<file path="config.mk">
export PLATFORM = sky130hd
export DESIGN_NAME = sink_valid_tracker
export DESIGN_NICKNAME = d
export VERILOG_FILES = /design/src/rtl/sink_valid_tracker_pkg.sv /design/src/rtl/sink_valid_tracker_popcount.sv /design/src/rtl/sink_valid_tracker.sv
export SDC_FILE = /design/constraint.sdc
export NUM_CORES = 1
export LEC_CHECK = 0
export CAP_MARGIN = 40
export CORE_AREA = 2 2 143 145
export CTS_CLUSTER_DIAMETER = 40
export CTS_CLUSTER_SIZE = 20
export DETAILED_ROUTE_END_ITERATION = 10
export DIE_AREA = 0 0 145 147
export DONT_BUFFER_PORTS = 1
export GPL_ROUTABILITY_DRIVEN = 0
export HOLD_SLACK_MARGIN = 0.1
export PLACE_DENSITY_LB_ADDON = 0.1
export SYNTH_ARGS = -nofsm -noshare
export SYNTH_HDL_FRONTEND = slang
export SYNTH_HIERARCHICAL = 1
export SYNTH_SLANG_ARGS = --single-unit
</file>
<file path="constraint.sdc">
create_clock -name clk -period 10.7 [get_ports clk]
set_clock_uncertainty 0.15 [all_clocks]
set_input_delay 2.14 -clock clk [delete_from_list [all_inputs] [get_ports clk]]
set_output_delay 2.14 -clock clk [all_outputs]
set_load 0.02 [all_outputs]
</file>
<file path="src/rtl/sink_valid_tracker_pkg.sv">
// Shared widths and index type for the sink priority path.
// The encoder, this tracker and the sink mux all import these.
package sink_valid_tracker_pkg;

  localparam int unsigned NUM_SINKS      = 64;
  localparam int unsigned LOG2_NUM_SINKS = 6;
  localparam int unsigned CNT_W          = LOG2_NUM_SINKS + 1;

  typedef logic [LOG2_NUM_SINKS-1:0] sink_idx_t;
  typedef logic [NUM_SINKS-1:0]      sink_vec_t;
  typedef logic [CNT_W-1:0]          pend_cnt_t;

  // One-hot of a sink index.
  function automatic sink_vec_t idx_onehot(input sink_idx_t idx);
    sink_vec_t v;
    v      = '0;
    v[idx] = 1'b1;
    return v;
  endfunction

endpackage

</file>
<file path="src/rtl/sink_valid_tracker_popcount.sv">
// Purely combinational population count of an N-bit vector.
module popcount_nbit #(
  parameter  int unsigned N = 64,
  localparam int unsigned W = $clog2(N + 1)
) (
  input  logic [N-1:0] vec,
  output logic [W-1:0] cnt
);

  always_comb begin
    cnt = '0;
    for (int unsigned i = 0; i < N; i++) begin
      cnt = cnt + W'(vec[i]);
    end
  end

endmodule

</file>
<file path="src/rtl/sink_valid_tracker.sv">
// Pending-request vector for the lowest-index encoder, plus a one-entry
// selection register, outstanding count and sticky duplicate-request flag.
module sink_valid_tracker
  import sink_valid_tracker_pkg::*;
(
  input  logic                      clk,
  input  logic                      rst_n,
  input  logic [NUM_SINKS-1:0]      req_set,
  output logic [NUM_SINKS-1:0]      valids_r,
  input  logic [LOG2_NUM_SINKS-1:0] current_idx,
  output logic                      sel_valid,
  output logic [LOG2_NUM_SINKS-1:0] sel_idx,
  input  logic                      sel_ready,
  output logic [LOG2_NUM_SINKS:0]   pend_cnt,
  output logic                      ovf
);

  sink_vec_t valids_q, valids_d;
  logic      sel_valid_q, sel_valid_d;
  sink_idx_t sel_idx_q, sel_idx_d;
  pend_cnt_t pend_cnt_q, pend_cnt_d;
  logic      ovf_q, ovf_d;

  logic      any_c;
  logic      load_c;
  sink_vec_t clr_onehot_c;
  pend_cnt_t valids_cnt_c;

  // State register.
  always_ff @(posedge clk or negedge rst_n) begin
    if (!rst_n) begin
      valids_q    <= '0;
      sel_valid_q <= 1'b0;
      sel_idx_q   <= '0;
      pend_cnt_q  <= '0;
      ovf_q       <= 1'b0;
    end else begin
      valids_q    <= valids_d;
      sel_valid_q <= sel_valid_d;
      sel_idx_q   <= sel_idx_d;
      pend_cnt_q  <= pend_cnt_d;
      ovf_q       <= ovf_d;
    end
  end

  // Load decision; current_idx is only meaningful while any_c is high.
  always_comb begin
    any_c        = |valids_q;
    load_c       = any_c & (~sel_valid_q | sel_ready);
    clr_onehot_c = load_c ? idx_onehot(current_idx) : '0;
  end

  popcount_nbit #(.N(NUM_SINKS)) u_popcount (
    .vec (valids_d),
    .cnt (valids_cnt_c)
  );

  // Next-state: a fresh request on the bit being loaded survives the clear.
  always_comb begin
    valids_d    = (valids_q & ~clr_onehot_c) | req_set;
    sel_valid_d = sel_valid_q;
    sel_idx_d   = sel_idx_q;
    if (load_c) begin
      sel_valid_d = 1'b1;
      sel_idx_d   = current_idx;
    end else if (sel_valid_q && sel_ready) begin
      sel_valid_d = 1'b0;
    end
    ovf_d      = ovf_q | (|(req_set & valids_q & ~clr_onehot_c));
    pend_cnt_d = valids_cnt_c + CNT_W'(sel_valid_d);
  end

  // Outputs straight from flops.
  always_comb begin
    valids_r  = valids_q;
    sel_valid = sel_valid_q;
    sel_idx   = sel_idx_q;
    pend_cnt  = pend_cnt_q;
    ovf       = ovf_q;
  end

endmodule

</file>
==> key figures, run 1 <==
Layout
  • Share of layout cells above drive strength 1: 0.0606
  • Fillers: 2,056
  • Layout area overhead: 10.9%
  • Nets@finish: 768
  • Ant diodes: 0
  • Post-route design area: 0.00649 mm^2

Synth
  • Synth warn: 6
  • Mapped Area: 0.00586 mm^2
  • Post-synth EDFFs: 0
  • Syn Nets: 775
  • Cells after Synth: 630
  • Synth area leader: dfrtp_1
  • Synthesis-stage register bit count: 79
  • Count of cell types in the netlist: 50
  • Main synth FF type: dfrtp_1
  • Fraction of registers with async set or reset after synthesis: 1.00
  • Synth Area per Inst: 9.30 um^2
  • Register area share after synthesis: 0.338
  • Dominant cells by area after synthesis: dfrtp_1, fa_1, inv_1, ha_1, nand2_1
  • Top-area cell type share of the netlist area: 0.338

Setup path
  • Worst-path fanout max: 12
  • Startpoint class of the critical path: input pin
  • CP Capture Type: flip-flop
  • Arrival @ worst endpoint: 9.49 ns
  • Worst EP required: 10.80 ns
  • FF-to-FF setup slack: 1.58 ns
  • Crit path kind: input pin to flip-flop

Floorplanning
  • Core Region: 0.0198 mm^2
  • Die area: 0.0213 mm^2
  • Site row count: 52
  • Ports: 152
  • Die Y: 147 um
  • Initial Util: 0.295
  • Horiz. Die Dim: 145 um

Clocking
  • Worst-path clk slew: 0.07 ns
  • CTS tree: yes
  • CTS Buf Count: 9
  • Root Driver: clkbuf_16
  • Bufs on Longest Clock Path: 2
  • Setup bufs post-CTS: 0
  • Clk_lat worst skew: 0.36 ns
  • H-tree levels: 3
  • CTS Hold Buffers Added: 0
  • Clock sinks: 79
  • CTS-repair resized insts: 0

Power
  • Internal power: 652 uW
  • Pwr dens: 139 mW/mm^2
  • Net Switching: 252 uW
  • Max VDD drop: 56.1 uV
  • Pleak: 0.00270 uW
  • Reg power frac: 0.385
  • Clock power frac: 0.457
  • Sw Share: 0.278
  • Logic pwr share: 0.158

Drt
  • ANT nets after route: 0
  • DRT iter0 DRCs: 259
  • WL per Instance: 24.5 um
  • Total DRC errors in the routed layout: 0
  • Vias: 4,669
  • Vias per inst: 5.21
  • DRT Pass-1 Iters: 5
  • Routed WL: 22,000 um

Place
  • IO buf count: 0
  • Area after DPL: 0.00611 mm^2
  • Final HPWL DP: 17,700 um

Run status
  • Status: complete, no violations

Global routing
  • Total grt overflow: 0
  • Pin count of the biggest net entering global routing: 80
  • Vias in the first global route: 4,909
  • Initial antenna violation count: 0
  • First-pass GRT wire length: 32,900 um
  • Total track usage: 0.210

STA
  • Crit share post-route: 0.878
  • Final min period: 9.40 ns
  • Slew Viols, Final: 0
  • Peak Freq: 106 MHz
  • RSZ-0062 raised after global routing: no
  • Worst-Margin Slew: 0.813 ns
  • Fin Setup TNS: 0 ns
  • Hold Vio Cnt, Final: 0
  • Relative slew slack: 0.458
  • Hold Worst Slack: 0.483 ns
  • Setup Viol. Count Final: 0

Flow run
  • Max-cap check violation count: 0

Min path
  • Hold Crit Class: flip-flop to flip-flop
-- routing by layer --
metal,global-route usage,vias to the layer above,share of wire
li1,-,2105,-
met1,0.267,2396,0.41
met2,0.362,147,0.51
met3,0.0540,21,0.066
met4,0.0475,0,0.012
met5,0,-,0
-- cells by family after synthesis --
family          synth area share
flops                      0.338
fa+ha+maj                  0.223
mux                      0.00961
simple gates               0.175
compound gates             0.151
xor+xnor                  0.0120
buf+inv                   0.0923
-- per-stage QoR --
step / power [uW] / setup WS (ns) / std cells / util
2_1_floorplan: 462 / 1.63 / 630 / -
3_3_place_gp: 497 / 1.03 / 882 / 0.308
3_5_place_dp: 496 / 0.955 / 882 / 0.308
4_1_cts: 913 / 1.30 / 897 / 0.327
5_1_grt: 943 / 0.891 / 897 / 0.327
6_report: 904 / 1.30 / 897 / 0.327
-- cell usage after synthesis, types with 2 or more instances --
library cell	n
nand2_1	60
and3b_1	2
nand3_1	10
nor2_1	15
mux2_2	5
inv_1	108
a31oi_1	8
buf_1	2
a21o_1	21
o21ai_0	42
dfrtp_1	79
xor2_1	3
nor2b_1	3
nor4_1	20
nand2b_1	31
o211ai_1	20
buf_6	3
a21oi_1	25
nand3b_1	3
ha_1	18
a211oi_1	2
o2111ai_1	6
nor3b_1	2
fa_1	54
xnor2_1	5
nand4_1	9
nor3_1	25
buf_2	12
a2111oi_0	5
or2_2	5
clkbuf_1	7
or3b_1	2
-- cell type report --
| cell class | count | area [um^2] | share of cell area |
|---|---|---|---|
| Multi-Input combinational cell | 418 | 3340 | 0.514 |
| Sequential cell | 79 | 1980 | 0.304 |
| Inverter | 108 | 405 | 0.0624 |
| Tap cell | 270 | 338 | 0.0520 |
| Clock buffer | 9 | 225 | 0.0347 |
| Clock inverter | 6 | 158 | 0.0243 |
| Timing Repair Buffer | 7 | 52.6 | 0.00809 |
-- final timing paths --
check | from | end | cells after the start
max in group asynchronous | rst_n | valids_r[60] | 0
min in group asynchronous | rst_n | valids_r[3] | 0
hold / removal | sel_idx[5] | sel_idx[5] | 2
setup / recovery | sel_ready | pend_cnt[6] | 23
hold reg to reg | sel_idx[5] | sel_idx[5] | 2
setup reg to reg | valids_r[0] | pend_cnt[6] | 27
-- critical path: stages --
cell and delay [ns]:
nand2b_1 0.43, nand4_1 0.57, o21ai_0 0.42, nand2_1 0.14
fa_1 0.56, inv_1 0.06, fa_1 0.46, fa_1 0.45
fa_1 0.51, inv_1 0.06, fa_1 0.47, fa_1 0.52
fa_1 0.55, inv_1 0.06, fa_1 0.54, inv_1 0.07
ha_1 0.29, a211oi_1 0.09, or4b_1 0.52, o2111ai_1 0.16
and3_1 0.20, nand3_1 0.09, xnor2_1 0.15
-- power by group through the flow --
stage | clock network, uW | logic [uW] | registers, uW
finish | 413 | 143 | 348
global route | 433 | 160 | 351
CTS | 419 | 145 | 349
global placement | 0 | 143 | 355
floorplan | 0 | 112 | 350
detailed placement | 0 | 142 | 355
-- cells in the final DEF (no fill, tap or decap), drive strengths merged, types with 2 or more instances in the layout --
master / Yosys / routed
o21ai: 44 / 44
nand3: 12 / 12
o211ai: 20 / 20
and3b: 2 / 2
clkbuf: 7 / 9
or2: 5 / 5
xnor2: 5 / 5
nand4: 9 / 9
a211oi: 2 / 2
nor4: 20 / 20
nand2: 61 / 61
nor3b: 2 / 2
xor2: 3 / 3
nor2: 15 / 15
a2111oi: 5 / 5
a21oi: 25 / 25
o2111ai: 7 / 7
nand3b: 3 / 3
dfrtp: 79 / 79
buf: 18 / 7
mux2: 5 / 5
inv: 108 / 108
nor3: 25 / 25
a31oi: 8 / 8
a21o: 22 / 22
ha: 18 / 18
nor2b: 3 / 3
fa: 54 / 54
nand2b: 31 / 31
or3b: 2 / 2
bufinv: 0 / 5
-- sequential cells by signal, summed over array words and instances, names as in the netlist --
register and cells:
valids_r 64, sel_idx 6, ovf 1, pend_cnt 7, sel_valid 1
No activity file was read; power rests on OpenSTA's default activity.
==> run 2, diff against run 1 <==
- CORE_AREA: 2 2 143 145 -> 2 2 112 114
- DIE_AREA: 0 0 145 147 -> 0 0 114 116
==> key figures, run 2 (synthesized netlist as in run 1, its figures left out) <==
STA
  • Peak Freq: 105 MHz (was 106 MHz)
  • Relative slew slack: 0.481 (was 0.458)
  • Setup Viol. Count Final: 0 (unchanged)
  • Crit share post-route: 0.891 (was 0.878)
  • Final min period: 9.53 ns (was 9.40 ns)
  • Slew Viols, Final: 0 (unchanged)
  • Hold Vio Cnt, Final: 0 (unchanged)
  • RSZ-0062 raised after global routing: no (unchanged)
  • Hold Worst Slack: 0.468 ns (was 0.483 ns)
  • Fin Setup TNS: 0 ns (unchanged)
  • Worst-Margin Slew: 0.758 ns (was 0.813 ns)
  • Fin worst setup slack: 1.17 ns (was 1.30 ns)

Layout
  • Core Util, Final: 0.527 (was 0.327)
  • Nets@finish: 766 (was 768)
  • Layout area overhead: 7.16% (was 10.9%)
  • Most frequent cells in the layout: inv_1, dfrtp_1, nand2_1 (unchanged)
  • Post-route design area: 0.00628 mm^2 (was 0.00649 mm^2)
  • Commonest non-fill, non-tap cell in the layout: inv_1 (unchanged)
  • Max reg flops: 64 (unchanged)
  • Share of layout cells above drive strength 1: 0.0591 (was 0.0606)
  • Ant diodes: 0 (unchanged)

Clocking
  • Bufs on Longest Clock Path: 2 (unchanged)
  • Worst-path clk slew: 0.06 ns (was 0.07 ns)
  • Setup bufs post-CTS: 0 (unchanged)
  • CTS-repair resized insts: 0 (unchanged)
  • Clk_lat worst skew: 0.35 ns (was 0.36 ns)
  • H-tree levels: 3 (unchanged)
  • CTS Buf Count: 9 (unchanged)
  • Root Driver: clkbuf_16 (unchanged)
  • CTS Hold Buffers Added: 0 (unchanged)
  • CTS tree: yes (unchanged)
  • Clock sinks: 79 (unchanged)

Setup path
  • Arrival @ worst endpoint: 9.62 ns (was 9.49 ns)
  • Worst-path fanout max: 12 (unchanged)
  • FF-to-FF setup slack: 1.59 ns (was 1.58 ns)
  • FF-to-FF path depth: 28 (was 27)
  • Crit Reg-Reg Startpoint: valids_r[31] (was valids_r[0])
  • Setup crit start: sel_ready (unchanged)
  • Crit path kind: input pin to flip-flop (unchanged)
  • CP Capture Type: flip-flop (unchanged)
  • Worst EP required: 10.78 ns (was 10.80 ns)
  • Worst flop-to-flop path endpoint: pend_cnt[6] (unchanged)
  • Startpoint class of the critical path: input pin (unchanged)

Drt
  • DRT Pass-1 Iters: 5 (unchanged)
  • WL per Instance: 24.3 um (was 24.5 um)
  • Total DRC errors in the routed layout: 0 (unchanged)
  • ANT nets after route: 0 (unchanged)
  • Routed WL: 18,700 um (was 22,000 um)
  • WL met1: 7430 um (was 9060 um)
  • Metal3 WL: 1690 um (was 1450 um)
  • DRT iter0 DRCs: 460 (was 259)
  • Vias per inst: 6.09 (was 5.21)
  • Top sig layer: met4 (unchanged)
  • DR WL met2: 9090 um (was 11,200 um)
  • Vias: 4,707 (was 4,669)

Floorplanning
  • Die Y: 116 um (was 147 um)
  • Core Region: 0.0119 mm^2 (was 0.0198 mm^2)
  • Site row count: 40 (was 52)
  • Die area: 0.0132 mm^2 (was 0.0213 mm^2)
  • Horiz. Die Dim: 114 um (was 145 um)
  • Ports: 152 (unchanged)
  • Initial Util: 0.492 (was 0.295)

Min path
  • Worst min-delay path endpoint: sel_idx[5] (unchanged)
  • Hold Path Depth: 2 (unchanged)
  • Worst hold path startpoint: sel_idx[5] (unchanged)
  • Hold Crit Class: flip-flop to flip-flop (unchanged)

Global routing
  • Pin count of the biggest net entering global routing: 80 (unchanged)
  • First-pass GRT wire length: 28,400 um (was 32,900 um)
  • Initial antenna violation count: 0 (unchanged)
  • Total track usage: 0.296 (was 0.210)
  • Total grt overflow: 0 (unchanged)
  • Vias in the first global route: 4,772 (was 4,909)

Run status
  • Status: complete, no violations (unchanged)

Place
  • IO buf count: 0 (unchanged)
  • Final HPWL DP: 14,800 um (was 17,700 um)
  • DP Worst Slack: 0.876 ns (was 0.955 ns)
  • Area after DPL: 0.00594 mm^2 (was 0.00611 mm^2)

Power
  • Pwr dens: 133 mW/mm^2 (was 139 mW/mm^2)
  • Max VDD drop: 84.4 uV (was 56.1 uV)
  • Pleak: 0.00267 uW (was 0.00270 uW)

Flow run
  • Max-cap check violation count: 0 (unchanged)
==> run 2: cell types whose count changed in the layout (fill, tap and decap cells not counted) <==
cell and change:
clkinvlp_4 +1, clkbuf_8 +2, bufinv_16 -3, clkinv_2 +1, buf_4 -2
==> run 2: layout make-up <==
cell class	instances	area (um^2)
Fill cell	1120	5640
Multi-Input combinational cell	418	3340
Sequential cell	79	1980
Inverter	108	405
Clock buffer	11	253
Tap cell	147	184
Clock inverter	5	80.1
Timing Repair Buffer	5	37.5
==> run 2: report_power, final <==
group / switching [uW] / internal (uW)
Clock: 127 / 217
Sequential: 31.0 / 317
Combinational: 78.5 / 61.3
==> run 2: per-layer routing <==
layer,global-route usage,up-vias
met3,0.0873,35
met4,0.115,0
met2,0.471,208
li1,-,2113
met1,0.384,2351
met5,0,-
==> run 2: critical path: stages <==
cell       delay, ns
nand2b_1        0.47
nand2_1         0.50
nor3_1          0.39
nand2_1         0.12
a21o_1          0.22
inv_1           0.06
fa_1            0.44
fa_1            0.39
inv_1           0.09
fa_1            0.47
fa_1            0.54
fa_1            0.55
fa_1            0.52
fa_1            0.54
inv_1           0.05
fa_1            0.53
inv_1           0.07
ha_1            0.29
a211oi_1        0.09
or4b_1          0.52
o2111ai_1       0.15
and3_1          0.20
nand3_1         0.10
xnor2_1         0.16
==> run 2: metrics by stage <==
stage | instances | total power [uW]
final | 773 | 832
after global routing | 773 | 868
after CTS | 773 | 836
after detailed placement | 757 | 493
after global placement | 757 | 490
after floorplan | 630 | 462
==> run 2: how the worst max path moves through the flow <==
stage	end	slack, ns
floorplan	pend_cnt[6]	1.63
global placement	pend_cnt[6]	0.96
detailed placement	pend_cnt[6]	0.88
CTS	pend_cnt[6]	1.20
global route	pend_cnt[6]	0.75
finish	pend_cnt[6]	1.17
==> run 3, diff against run 2 <==
- RECOVER_POWER: not set -> 25
==> results of run 3 <==
No change in the layout: final DEF, timing and power equal those of run 2.
